## src/rtl/distributor_2bits.sv

```systemverilog
// distributor_2bits: registered 1-to-4 distributor.
// One WIDTH-bit word per input handshake is steered into one of four
// one-entry output holding registers, each with its own valid/ready pair.
//
// Optional feature macro: SELECT_AUTO_EN
//   undefined (default): destination channel = select.
//   defined:             select is ignored; destination comes from an internal
//                        2-bit round-robin pointer that advances after every accept.
//
// Handshake semantics (all channels, input and outputs):
//   A transfer happens on a rising edge where valid and ready are both high.
//   Valid never depends combinationally on ready. The producer holds
//   number_in and select stable while in_valid is high and in_ready is low.
//   in_ready depends only on select/pointer, out_valid and out_ready, never
//   on number_in or in_valid.
module distributor_2bits #(
    parameter int WIDTH = 8
) (
    input  logic             clk,
    input  logic             rst_n,
    input  logic [WIDTH-1:0] number_in,
    input  logic             in_valid,
    output logic             in_ready,
    input  logic [1:0]       select,
    output logic [WIDTH-1:0] number1,
    output logic [WIDTH-1:0] number2,
    output logic [WIDTH-1:0] number3,
    output logic [WIDTH-1:0] number4,
    output logic [3:0]       out_valid,
    input  logic [3:0]       out_ready
);

    // Per-channel holding registers and their valid bits.
    logic [WIDTH-1:0] data_q [4];
    logic [3:0]       valid_q;

    // Destination channel of the word currently offered.
    logic [1:0] dest;
    logic       accept;
    logic [3:0] load;

`ifdef SELECT_AUTO_EN
    logic [1:0] ptr_q;
    logic       unused_select;

    // select has no role when the pointer chooses the destination.
    assign unused_select = ^select;

    // Round-robin pointer: advances by one after every accepted word, wraps 3 -> 0.
    always_ff @(posedge clk or negedge rst_n) begin
        if (!rst_n) begin
            ptr_q <= 2'b00;
        end else if (accept) begin
            ptr_q <= ptr_q + 2'd1;
        end
    end

    assign dest = ptr_q;
`else
    assign dest = select;
`endif

    // Destination can take a word if it is empty or is being drained this cycle.
    always_comb begin
        in_ready = ~valid_q[dest] | out_ready[dest];
    end

    assign accept = in_valid & in_ready;

    // One-hot load strobe for the destination channel on an accept.
    always_comb begin
        load = 4'b0000;
        if (accept) begin
            load[dest] = 1'b1;
        end
    end

    // Valid bits: a load wins over a drain on the same channel, so
    // simultaneous drain+accept keeps the channel valid with the new word.
    // out_ready on an empty channel clears an already-clear bit: no effect.
    always_ff @(posedge clk or negedge rst_n) begin
        if (!rst_n) begin
            valid_q <= 4'b0000;
        end else begin
            valid_q <= load | (valid_q & ~out_ready);
        end
    end

    // Data registers: written only on a load; a drain leaves the old value.
    always_ff @(posedge clk or negedge rst_n) begin
        if (!rst_n) begin
            for (int k = 0; k < 4; k++) begin
                data_q[k] <= '0;
            end
        end else begin
            for (int k = 0; k < 4; k++) begin
                if (load[k]) begin
                    data_q[k] <= number_in;
                end
            end
        end
    end

    assign number1   = data_q[0];
    assign number2   = data_q[1];
    assign number3   = data_q[2];
    assign number4   = data_q[3];
    assign out_valid = valid_q;

endmodule

```

## config.mk

```make
export PLATFORM = sky130hd
export DESIGN_NAME = distributor_2bits
export DESIGN_NICKNAME = d
export VERILOG_FILES = /design/src/rtl/distributor_2bits.sv
export SDC_FILE = /design/constraint.sdc
export NUM_CORES = 1
export LEC_CHECK = 0
export BUFFER_PORTS_ARGS = -buffer_cell sky130_fd_sc_hd__buf_2
export CAP_MARGIN = 20
export CORE_ASPECT_RATIO = 0.6
export CORE_UTILIZATION = 35
export DETAILED_ROUTE_END_ITERATION = 8
export MAX_ROUTING_LAYER = met4
export PLACE_DENSITY = 0.69
export SKIP_LAST_GASP = 1
export SYNTH_ARGS = -nofsm -noshare
export SYNTH_HDL_FRONTEND = slang
export SYNTH_SLANG_ARGS = --single-unit
```

## constraint.sdc

```tcl
create_clock -name clk -period 1.4 [get_ports clk]
set_input_delay 0.14 -clock clk [delete_from_list [all_inputs] [get_ports clk]]
set_output_delay 0.14 -clock clk [all_outputs]
set_load 0.05 [all_outputs]
```

# Word-level counts from Yosys, hierarchy flattened
# Index checks and enable logic that the tools add are counted.
# op_classes
magnitude_cmp	2
n_mux	7
bitwise	6
reduce_logical	1
# op_table
cell	count
bitwise AND 4 bit	1
binary-select mux 1 bit (select 2 bit)	2
2-to-1 mux 4 bit	1
inverter 4 bit	1
bitwise OR 4 bit	1
less-than comparator 2 x 3 -> 1 bit (second input constant)	1
2-to-1 mux 1 bit	3
demux 1 bit (select 2 bit)	1
greater-or-equal comparator 2 x 1 -> 1 bit (second input constant)	1
bitwise AND 1 bit	1
logical AND 1 bit	1
inverter 1 bit	1
bitwise OR 1 bit	1
# word_totals
reg_bits	36
in_bits	17
out_inout_bits	37
elab_cells	21

# Depth between registers and ports, before layout
# Gate-level depths: netlist (run 1).
# depth
word_depth	7
mapped_depth	5
depth_no_buf	3

# Worst setup path after synthesis (run 1)
# No wires, ideal clock.
# synth_timing
kind	register to register
from	register valid_q[1], in the netlist out_valid[1]
to	register data_q, in the netlist number2[0]
setup_ps	125
arrival_time_ps	1428
required_time_ps	1275
path_slack_ps	-153
path_stages_with_launch	4
path_buffers	0
period_less_slack_ps	1553
cell_sequence	dfrtp_1 nand2b_1 nor3b_4 mux2_2
# synth_via
elab_chain_cells	6
# synth_rtl
item	line	source
start: declaration	35	logic [3:0] valid_q;
start signal: assignment	85	valid_q <= load | (valid_q & ~out_ready);
binary-select mux 1 bit (select 2 bit)	65	in_ready = ~valid_q[dest] | out_ready[dest];
2-to-1 mux 1 bit (not written as such)	65	
inverter 1 bit	65	
bitwise OR 1 bit	65	
bitwise AND 1 bit	68	assign accept = in_valid & in_ready;
2-to-1 mux 4 bit	73	if (accept) begin
end signal: indexed assignment	98	data_q[k] <= number_in;
end: declaration	34	logic [WIDTH-1:0] data_q [4];
# Every way passes these cells. The select of a mux whose other input is x is not followed.
# A chain may end at the register's enable or synchronous reset.

# Final worst setup path (run 1)
# layout_timing
from	register valid_q[1], in the netlist out_valid[1]
to	output port in_ready
# layout_via
elab_chain_cells	4
# layout_rtl
item	line	source
binary-select mux 1 bit (select 2 bit)	65	
2-to-1 mux 1 bit (not written as such)	65	
inverter 1 bit	65	
bitwise OR 1 bit	65	
end: declaration	23	output logic in_ready,
# Every way passes these cells. The select of a mux whose other input is x is not followed.

==> impl_metrics.csv, run 1 <==
group,metric,value,unit
placed_design,dp_hpwl,2270,um
clock_network,cts_max_level,2,
layout,multiInputGateArea,531,um^2
run_status,violations,"setup timing",
setup_path,slowest_delay,0.49,ns
min_path,min_from,"out_ready[3]",
setup_path,worstPathCellList,"nand2b_1, mux4_2, buf_8",
routing,drt-wirelength-per-cell,15.4,um
setup_path,worst-path-buf-inv,1,
synthesis,syn_area,1400,um^2
power_and_ir_drop,internal_power,1.95,mW
timing,fmax,657,MHz
routing,post-route-drc-count,0,
setup_path,required,1.26,ns
grt,grt.overflow.total,0,
routing,drt_iter0_markers,29,
clock_network,ctsLongestPathBuffers,2,
min_path,hp-class,"input port to register",
layout,fillCellCount,334,
layout,antenna_cells,0,
timing,slew_viol_final,0,
timing,setup_ws,-0.122,ns
synthesis,synth_seq_cells,36,
power_and_ir_drop,pwr-share-clk,19.9,%
power_and_ir_drop,p_per_area,1740,nW/um^2
grt,antenna_found_initial,0,
synthesis,ys_warn_count,0,
setup_path,critPathLaunchType,"register",
timing,slew_headroom,60.2,%
clock_network,ctsRootBufferMaster,"clkbuf_8",
setup_path,cp-end-kind,"output port",
power_and_ir_drop,swShare,41.6,%
routing,drtPass1Iterations,2,
power_and_ir_drop,peakVddDrop,0.932,mV
setup_path,cp_slowest_cell,"mux4_2",
routing,dr_total_vias,978,
setup_path,r2r_start,"out_valid[1]",
grt,grt_pass1_wl,5190,um
die,coreArea,3740,um^2
clock_network,cts_buffers,5,
synthesis,syn_nets,105,
routing,vias_per_cell,4.87,
layout,design_area,1920,um^2
setup_path,cp.arrival,1.38,ns
layout,regArea,906,um^2
layout,final_nets,171,
timing,whs,0.125,ns
run_status,status,"finished, violations left",
routing,routed_wl,3100,um
timing,period_share,109,%
timing,rsz0062_at_grt,"yes",
routing,postRouteAntennaNets,0,
placed_design,port_buffers,53,
die,start_util,37.4,%
grt,grt_usage,16.8,%
synthesis,netlist_instances,88,
timing,finalSetupViolCount,5,
synthesis,yosysSeqAreaShare,64.3,%
power_and_ir_drop,seqPwrFrac,40.5,%
timing,tightest_slew,0.596,ns
clock_network,clk_latency,0.28,ns
timing,period_minus_slack,1.52,ns
placed_design,gp_congestion,0.767,
setup_path,worstPathMaxFanout,2,
die,die_h,51.0,um
setup_path,cp_top_family,"multiplexers",
clock_network,cts_tree,"built",
die,row_count,17,
grt,grt_start_max_net_pins,29,
grt,grt_pass1_vias,1104,
synthesis,synth_cell_types,12,
die,die_width,83.7,um
clock_network,clock_sinks,36,
placed_design,placed_area,1760,um^2
synthesis,postSynthAreaPerCell,15.9,um^2
power_and_ir_drop,p_leak,0.948,nW
timing,hold_violations,0,
timing,fin_worst_skew,0.00423,ns
setup_path,cp-startpoint,"out_valid[1]",
die,die_area,4270,um^2
power_and_ir_drop,power_switching,1.39,mW
setup_path,path_class,"register to output port",
layout,drive_above_1_share,70.1,%
layout,syn2layout_area_growth,37.1,%
clock_network,clk_pin_slew,0.07,ns
power_and_ir_drop,comb_power_share,39.6,%
die,pin_count,54,
run,cap_violations,0,
## power by group through the flow
stage	clock network [mW]	logic, mW	registers, mW
6_report	0.666	1.32	1.35
5_1_grt	0.761	1.38	1.38
4_1_cts	0.698	1.30	1.35
3_5_place_dp	0	1.29	1.37
3_3_place_gp	0	1.27	1.36
2_1_floorplan	0	0.225	2.09
## cells by family (layout without fill, tap and decap cells)
| kind of cell | Yosys count | in the layout | synth area share, % |
|---|---|---|---|
| compound gates | 1 | 1 | 0.357 |
| mux | 33 | 33 | 27.3 |
| buf+inv | 3 | 69 | 1.07 |
| simple gates | 15 | 15 | 6.96 |
| flops | 36 | 36 | 64.3 |
## synthesized netlist by cell type
library cell  instances  area share [%]
o21ai_0               1            0.36
nand2_1               5             1.3
mux2_2               32              26
and3_1                1            0.45
nand3b_2              1            0.80
nand2b_1              4             1.8
mux4_2                1             1.6
nand3_1               1            0.36
buf_2                 3             1.1
nor2b_1               2            0.89
dfrtp_1              36              64
nor3b_4               1             1.3
## layout by cell type, fill, tap and decap left out, drive strengths merged
cell type    count
and3             1
buf             61
clkbuf           6
clkinv           1
dfrtp           36
dlygate4sd3      1
mux2            32
mux4             1
nand2            5
nand2b           4
nand3            1
nand3b           1
nor2b            2
nor3b            1
o21ai            1
## tightest hold or removal path, cell delays in order
cell and delay [ns]:
buf_2 0.08, nand2b_4 0.11, nand2_1 0.04
## state kept, by name (all words and copies together), names as in the netlist
name and flops:
number3 8, number2 8, out_valid 4, number1 8, number4 8
## metal layers
| metal | share of wire, % | global-route usage, % | vias up |
|---|---|---|---|
| li1 | - | - | 438 |
| met1 | 48 | 21.2 | 493 |
| met2 | 44 | 24.8 | 45 |
| met3 | 8.1 | 6.30 | 2 |
| met4 | 0.55 | 6.78 | 0 |
| met5 | 0 | - | - |
## worst paths after layout
| path | slack [ns] | endpoint | depth (start not counted) |
|---|---|---|---|
| worst max-delay path | -0.12 | in_ready | 3 |
| worst min-delay path | 0.13 | out_valid[3] | 3 |
| worst min register to register | 0.50 | number1[4] | 1 |
| min in group asynchronous | 0.40 | number3[4] | 2 |
| max in group asynchronous | 0.44 | number4[7] | 3 |
| worst max register to register | -0.01 | number2[5] | 5 |
## cell type report
type | instances | area share [%]
timing repair buffer | 62 | 18.2
clock buffer | 6 | 3.78
clock inverter | 1 | 0.260
multi-input combinational | 49 | 27.6
sequential | 36 | 47.1
tap | 47 | 3.06
## through the flow
stage               setup WS, ns  setup TNS (ns)  instances  total power [mW]  util [%]
finish                    -0.122          -0.141        201              3.34      51.3
global route              -0.170          -0.566        201              3.52      51.3
CTS                       -0.138          -0.198        201              3.35      50.4
detailed placement        0.0615               0        191              2.65      47.0
global placement          0.0815               0        191              2.63      47.0
floorplan                -0.0587          -0.470         88              2.32         -
## timing repair
action | CTS | global route
setup endpoints to repair | 1 | 9
hold buffers | 1 | 0
endpoints found under the hold margin | 27 | 0
buffers inserted | 2 | 0
gates cloned | 0 | 0
gates resized for setup | 5 | 9
Note: power is estimated with default switching activity, not from simulation.
==> run 2: changes to the inputs <==
Clock period 1.4 ns to 1.8 ns, I/O delays scaled along.
==> impl_metrics.csv, run 2 (synthesis results as in run 1) <==
group,metric,value,unit
power_and_ir_drop,p_leak,0.885,nW
placed_design,preCtsSetupSlack,0.272,ns
grt,grt.overflow.total,0,
layout,design_area,1820,um^2
layout,final_nets,164,
min_path,min_from,"number_in[2]",
layout,utilization,48.6,%
clock_network,cts_max_level,2,
layout,antenna_cells,0,
routing,post-route-drc-count,0,
die,start_util,37.4,%
clock_network,ctsRootBufferMaster,"clkbuf_8",
clock_network,clk_latency,0.28,ns
layout,final_cell_mix,"53 x buf_2, 36 x dfrtp_1, 32 x mux2_2",
setup_path,required,1.62,ns
routing,routed_wl,2970,um
die,row_count,17,
placed_design,dp_hpwl,2200,um
placed_design,port_buffers,53,
routing,drtPass1Iterations,5,
grt,grt_pass1_wl,4970,um
setup_path,rr_worst_depth,3,
clock_network,ctsLongestPathBuffers,2,
timing,tns,0,ns
power_and_ir_drop,comb_power_share,37.8,%
setup_path,r2r_start,"out_valid[2]",
grt,grt_pass1_vias,988,
power_and_ir_drop,finalPower,2.61,mW
die,pin_count,54,
timing,period_share,90.3,%
power_and_ir_drop,p_per_area,1430,nW/um^2
placed_design,gp_congestion,0.730,
grt,grt_start_max_net_pins,37,
clock_network,clock_sinks,36,
run_status,status,"finished, final reports clean",
setup_path,cp_slowest_cell,"mux4_2",
power_and_ir_drop,pwr-share-clk,21.9,%
layout,drive_above_1_share,65.5,%
routing,dr_total_vias,949,
setup_path,cp_top_family,"multiplexers",
run,cap_violations,0,
timing,setup_ws,0.175,ns
clock_network,cts_tree,"built",
placed_design,placed_cells,186,
timing,tightest_slew,0.767,ns
setup_path,r2r_slack,0.31,ns
timing,slew_headroom,48.9,%
timing,finalSetupViolCount,0,
power_and_ir_drop,peakVddDrop,0.671,mV
routing,drt_iter0_markers,29,
setup_path,r2r-end,"number3[6]",
min_path,min_path_cells,2,
setup_path,worstPathCellList,"nand2b_1, mux4_2, buf_2",
grt,antenna_found_initial,0,
placed_design,placed_area,1720,um^2
clock_network,post_cts_resized,0,
setup_path,slowest_delay,0.48,ns
min_path,min_to,"number2[2]",
power_and_ir_drop,internal_power,1.53,mW
timing,period_minus_slack,1.63,ns
die,die_h,51.0,um
setup_path,worstPathMaxFanout,3,
routing,postRouteAntennaNets,0,
timing,whs,0.170,ns
min_path,hp-class,"input port to register",
grt,grt_usage,16.4,%
setup_path,worst-path-buf-inv,1,
clock_network,clk_pin_slew,0.07,ns
timing,slew_viol_final,0,
routing,vias_per_cell,4.87,
die,die_width,83.7,um
layout,final_common_cell,"buf_2",
setup_path,cp-end-kind,"output port",
clock_network,cts_buffers,5,
setup_path,critPathLaunchType,"register",
power_and_ir_drop,power_switching,1.08,mW
power_and_ir_drop,seqPwrFrac,40.2,%
timing,fin_worst_skew,0.00487,ns
die,die_area,4270,um^2
layout,instances_no_fill,195,
power_and_ir_drop,swShare,41.5,%
setup_path,path_class,"register to output port",
layout,syn2layout_area_growth,29.9,%
timing,fmax,615,MHz
timing,hold_violations,0,
setup_path,cp.arrival,1.45,ns
timing,rsz0062_at_grt,"no",
routing,drt-wirelength-per-cell,15.3,um
die,coreArea,3740,um^2
run 2: layout make-up:
class	count	area (um^2)
Multi-Input combinational cell	49	485
Fill cell	329	1920
Tap cell	47	58.8
Clock inverter	2	10.0
Sequential cell	36	901
Timing Repair Buffer	55	283
Clock buffer	6	82.6
run 2: power groups by stage:
stage          registers (mW)  clock network (mW)  logic (mW)
2_1_floorplan            1.63                   0       0.175
3_3_place_gp             1.06                   0       0.975
3_5_place_dp             1.06                   0       0.991
4_1_cts                  1.05               0.597       0.995
5_1_grt                  1.07               0.648        1.03
6_report                 1.05               0.572       0.986
run 2: worst reg2reg max path: stages (launching register included):
cell	delay [ns]
dfrtp_1	0.38
nand2b_1	0.12
and3_1	0.48
mux2_2	0.40
run 2: worst max-delay path by stage:
stage                            start    endpoint  cells after the start
final                     out_valid[0]    in_ready                      3
after detailed placement     select[0]  number3[7]                      4
after global placement       select[0]  number3[4]                      4
after CTS                 out_valid[1]    in_ready                      3
after global routing      out_valid[2]    in_ready                      3
after floorplan           out_valid[0]    in_ready                      2
run 2: repair_timing:
| action | in CTS | in global routing |
|---|---|---|
| endpoints found under the hold margin | 28 | 0 |
| hold buffers | 1 | 0 |
| setup buffers | 0 | 0 |
| setup endpoints to repair | 0 | 0 |
run 2: metal layers:
| metal | vias up | part of all wire [%] | GRT usage, % |
|---|---|---|---|
| met1 | 475 | 41 | 20.2 |
| li1 | 427 | - | - |
| met2 | 44 | 49 | 24.8 |
| met4 | 0 | 0.94 | 5.93 |
| met3 | 3 | 8.8 | 6.62 |
| met5 | - | 0 | - |
==> run 3: changes to the inputs <==
--- a/config.mk
+++ b/config.mk
@@ -13,4 +13,5 @@
 export MAX_ROUTING_LAYER = met4
 export PLACE_DENSITY = 0.69
+export SKIP_CTS_REPAIR_TIMING = 1
 export SKIP_LAST_GASP = 1
 export SYNTH_ARGS = -nofsm -noshare
==> constraint.sdc (replaced) <==
create_clock -name clk -period 1.8 [get_ports clk]
set_input_delay 0.09 -clock clk [delete_from_list [all_inputs] [get_ports clk]]
set_output_delay 0.09 -clock clk [all_outputs]
set_load 0.05 [all_outputs]
==> impl_metrics.csv, run 3 (synthesis results as in run 1) <==
group,metric,value,unit
layout,final_common_cell,"buf_2",
setup_path,cp-end-kind,"output port",
placed_design,port_buffers,53,
power_and_ir_drop,pwr-share-clk,22.0,%
run,cap_violations,0,
timing,hold_violations,0,
routing,vias_per_cell,4.73,
timing,fin_worst_skew,0.00429,ns
timing,tightest_slew,0.778,ns
timing,period_share,84.7,%
layout,drive_above_1_share,65.8,%
clock_network,cts_tree,"built",
setup_path,worstPathCellList,"nand2b_1, mux4_2, buf_2",
setup_path,cp_top_family,"multiplexers",
grt,grt.overflow.total,0,
clock_network,clock_sinks,36,
clock_network,ctsLongestPathBuffers,2,
grt,grt_start_max_net_pins,37,
clock_network,cts_buffers,5,
power_and_ir_drop,seqPwrFrac,40.3,%
routing,drt-wirelength-per-cell,14.9,um
die,start_util,37.4,%
layout,final_nets,165,
die,die_area,4270,um^2
clock_network,ctsRootBufferMaster,"clkbuf_8",
grt,antenna_found_initial,0,
layout,antenna_cells,0,
die,pin_count,54,
die,die_width,83.7,um
timing,period_minus_slack,1.52,ns
clock_network,clk_latency,0.28,ns
run_status,status,"finished, final reports clean",
placed_design,gp_congestion,0.733,
clock_network,clk_pin_slew,0.07,ns
setup_path,slowest_delay,0.47,ns
die,row_count,17,
routing,post-route-drc-count,0,
layout,syn2layout_area_growth,30.4,%
power_and_ir_drop,internal_power,1.53,mW
timing,finalSetupViolCount,0,
power_and_ir_drop,p_per_area,1430,nW/um^2
setup_path,required,1.71,ns
routing,postRouteAntennaNets,0,
routing,drt_iter0_markers,32,
die,coreArea,3740,um^2
power_and_ir_drop,swShare,41.6,%
routing,routed_wl,2930,um
setup_path,worst-path-buf-inv,1,
routing,dr_total_vias,927,
setup_path,critPathLaunchType,"register",
grt,grt_pass1_wl,4840,um
timing,fmax,656,MHz
clock_network,cts_max_level,2,
routing,drtPass1Iterations,2,
layout,final_cell_mix,"53 x buf_2, 36 x dfrtp_1, 32 x mux2_2",
timing,slew_headroom,48.1,%
setup_path,path_class,"register to output port",
setup_path,cp_slowest_cell,"mux4_2",
power_and_ir_drop,p_leak,0.890,nW
grt,grt_pass1_vias,989,
setup_path,cp.arrival,1.43,ns
min_path,hp-class,"input port to register",
power_and_ir_drop,power_switching,1.09,mW
grt,grt_usage,16.0,%
timing,whs,0.0777,ns
timing,tns,0,ns
placed_design,dp_hpwl,2180,um
die,die_h,51.0,um
power_and_ir_drop,comb_power_share,37.7,%
setup_path,worstPathMaxFanout,3,
power_and_ir_drop,peakVddDrop,0.772,mV
timing,slew_viol_final,0,
timing,rsz0062_at_grt,"no",
run 3: changes by cell type in the layout (fill, tap and decap cells not counted), sizes merged:
cell	before	now
buf	54	55
run 3: final timing paths:
check / start / cells after the start / slack, ns / endpoint
max in group asynchronous: rst_n / 2 / 0.87 / number2[3]
setup / recovery: out_valid[0] / 3 / 0.28 / in_ready
hold reg to reg: number1[7] / 1 / 0.50 / number1[7]
hold / removal: number_in[0] / 2 / 0.08 / number2[0]
min in group asynchronous: rst_n / 2 / 0.43 / number1[2]
setup reg to reg: out_valid[2] / 3 / 0.32 / number3[7]
run 3: layout make-up:
| cell class | count | area, um^2 |
|---|---|---|
| clock inverters | 2 | 10.0 |
| repair buffers | 56 | 290 |
| multi-input cells | 49 | 485 |
| clock buffers | 6 | 82.6 |
| fillers | 344 | 1920 |
| flip-flops and latches | 36 | 901 |
| well taps | 47 | 58.8 |
run 3: power by group through the flow:
| stage | sequential [mW] | clock (mW) | combinational (mW) |
|---|---|---|---|
| floorplan | 1.63 | 0 | 0.175 |
| global placement | 1.06 | 0 | 0.977 |
| detailed placement | 1.07 | 0 | 0.992 |
| CTS | 1.05 | 0.592 | 0.992 |
| global route | 1.07 | 0.642 | 1.03 |
| finish | 1.05 | 0.575 | 0.985 |
run 3: metal layers:
metal  GRT usage, %  part of all wire, %  vias up
met5              -                    0        -
met4           6.78                  1.3        0
met3           5.33                  6.3        5
met2           26.2                   47       35
li1               -                    -      428
met1           18.6                   45      459
run 3: metrics by stage:
step	setup slack (ns)	instance area (um^2)	power (mW)	cells	util (%)
6_report	0.275	1830	2.61	196	48.8
2_1_floorplan	0.247	1400	1.80	88	-
5_1_grt	0.223	1830	2.74	196	48.8
3_3_place_gp	0.377	1730	2.03	187	46.1
4_1_cts	0.268	1820	2.64	195	48.6
3_5_place_dp	0.315	1730	2.06	187	46.1
run 3: worst register-to-register path, stage by stage (launching register included):
cell and delay [ns]:
dfrtp_1 0.38, nand2b_1 0.11, and3_1 0.47, mux2_2 0.40
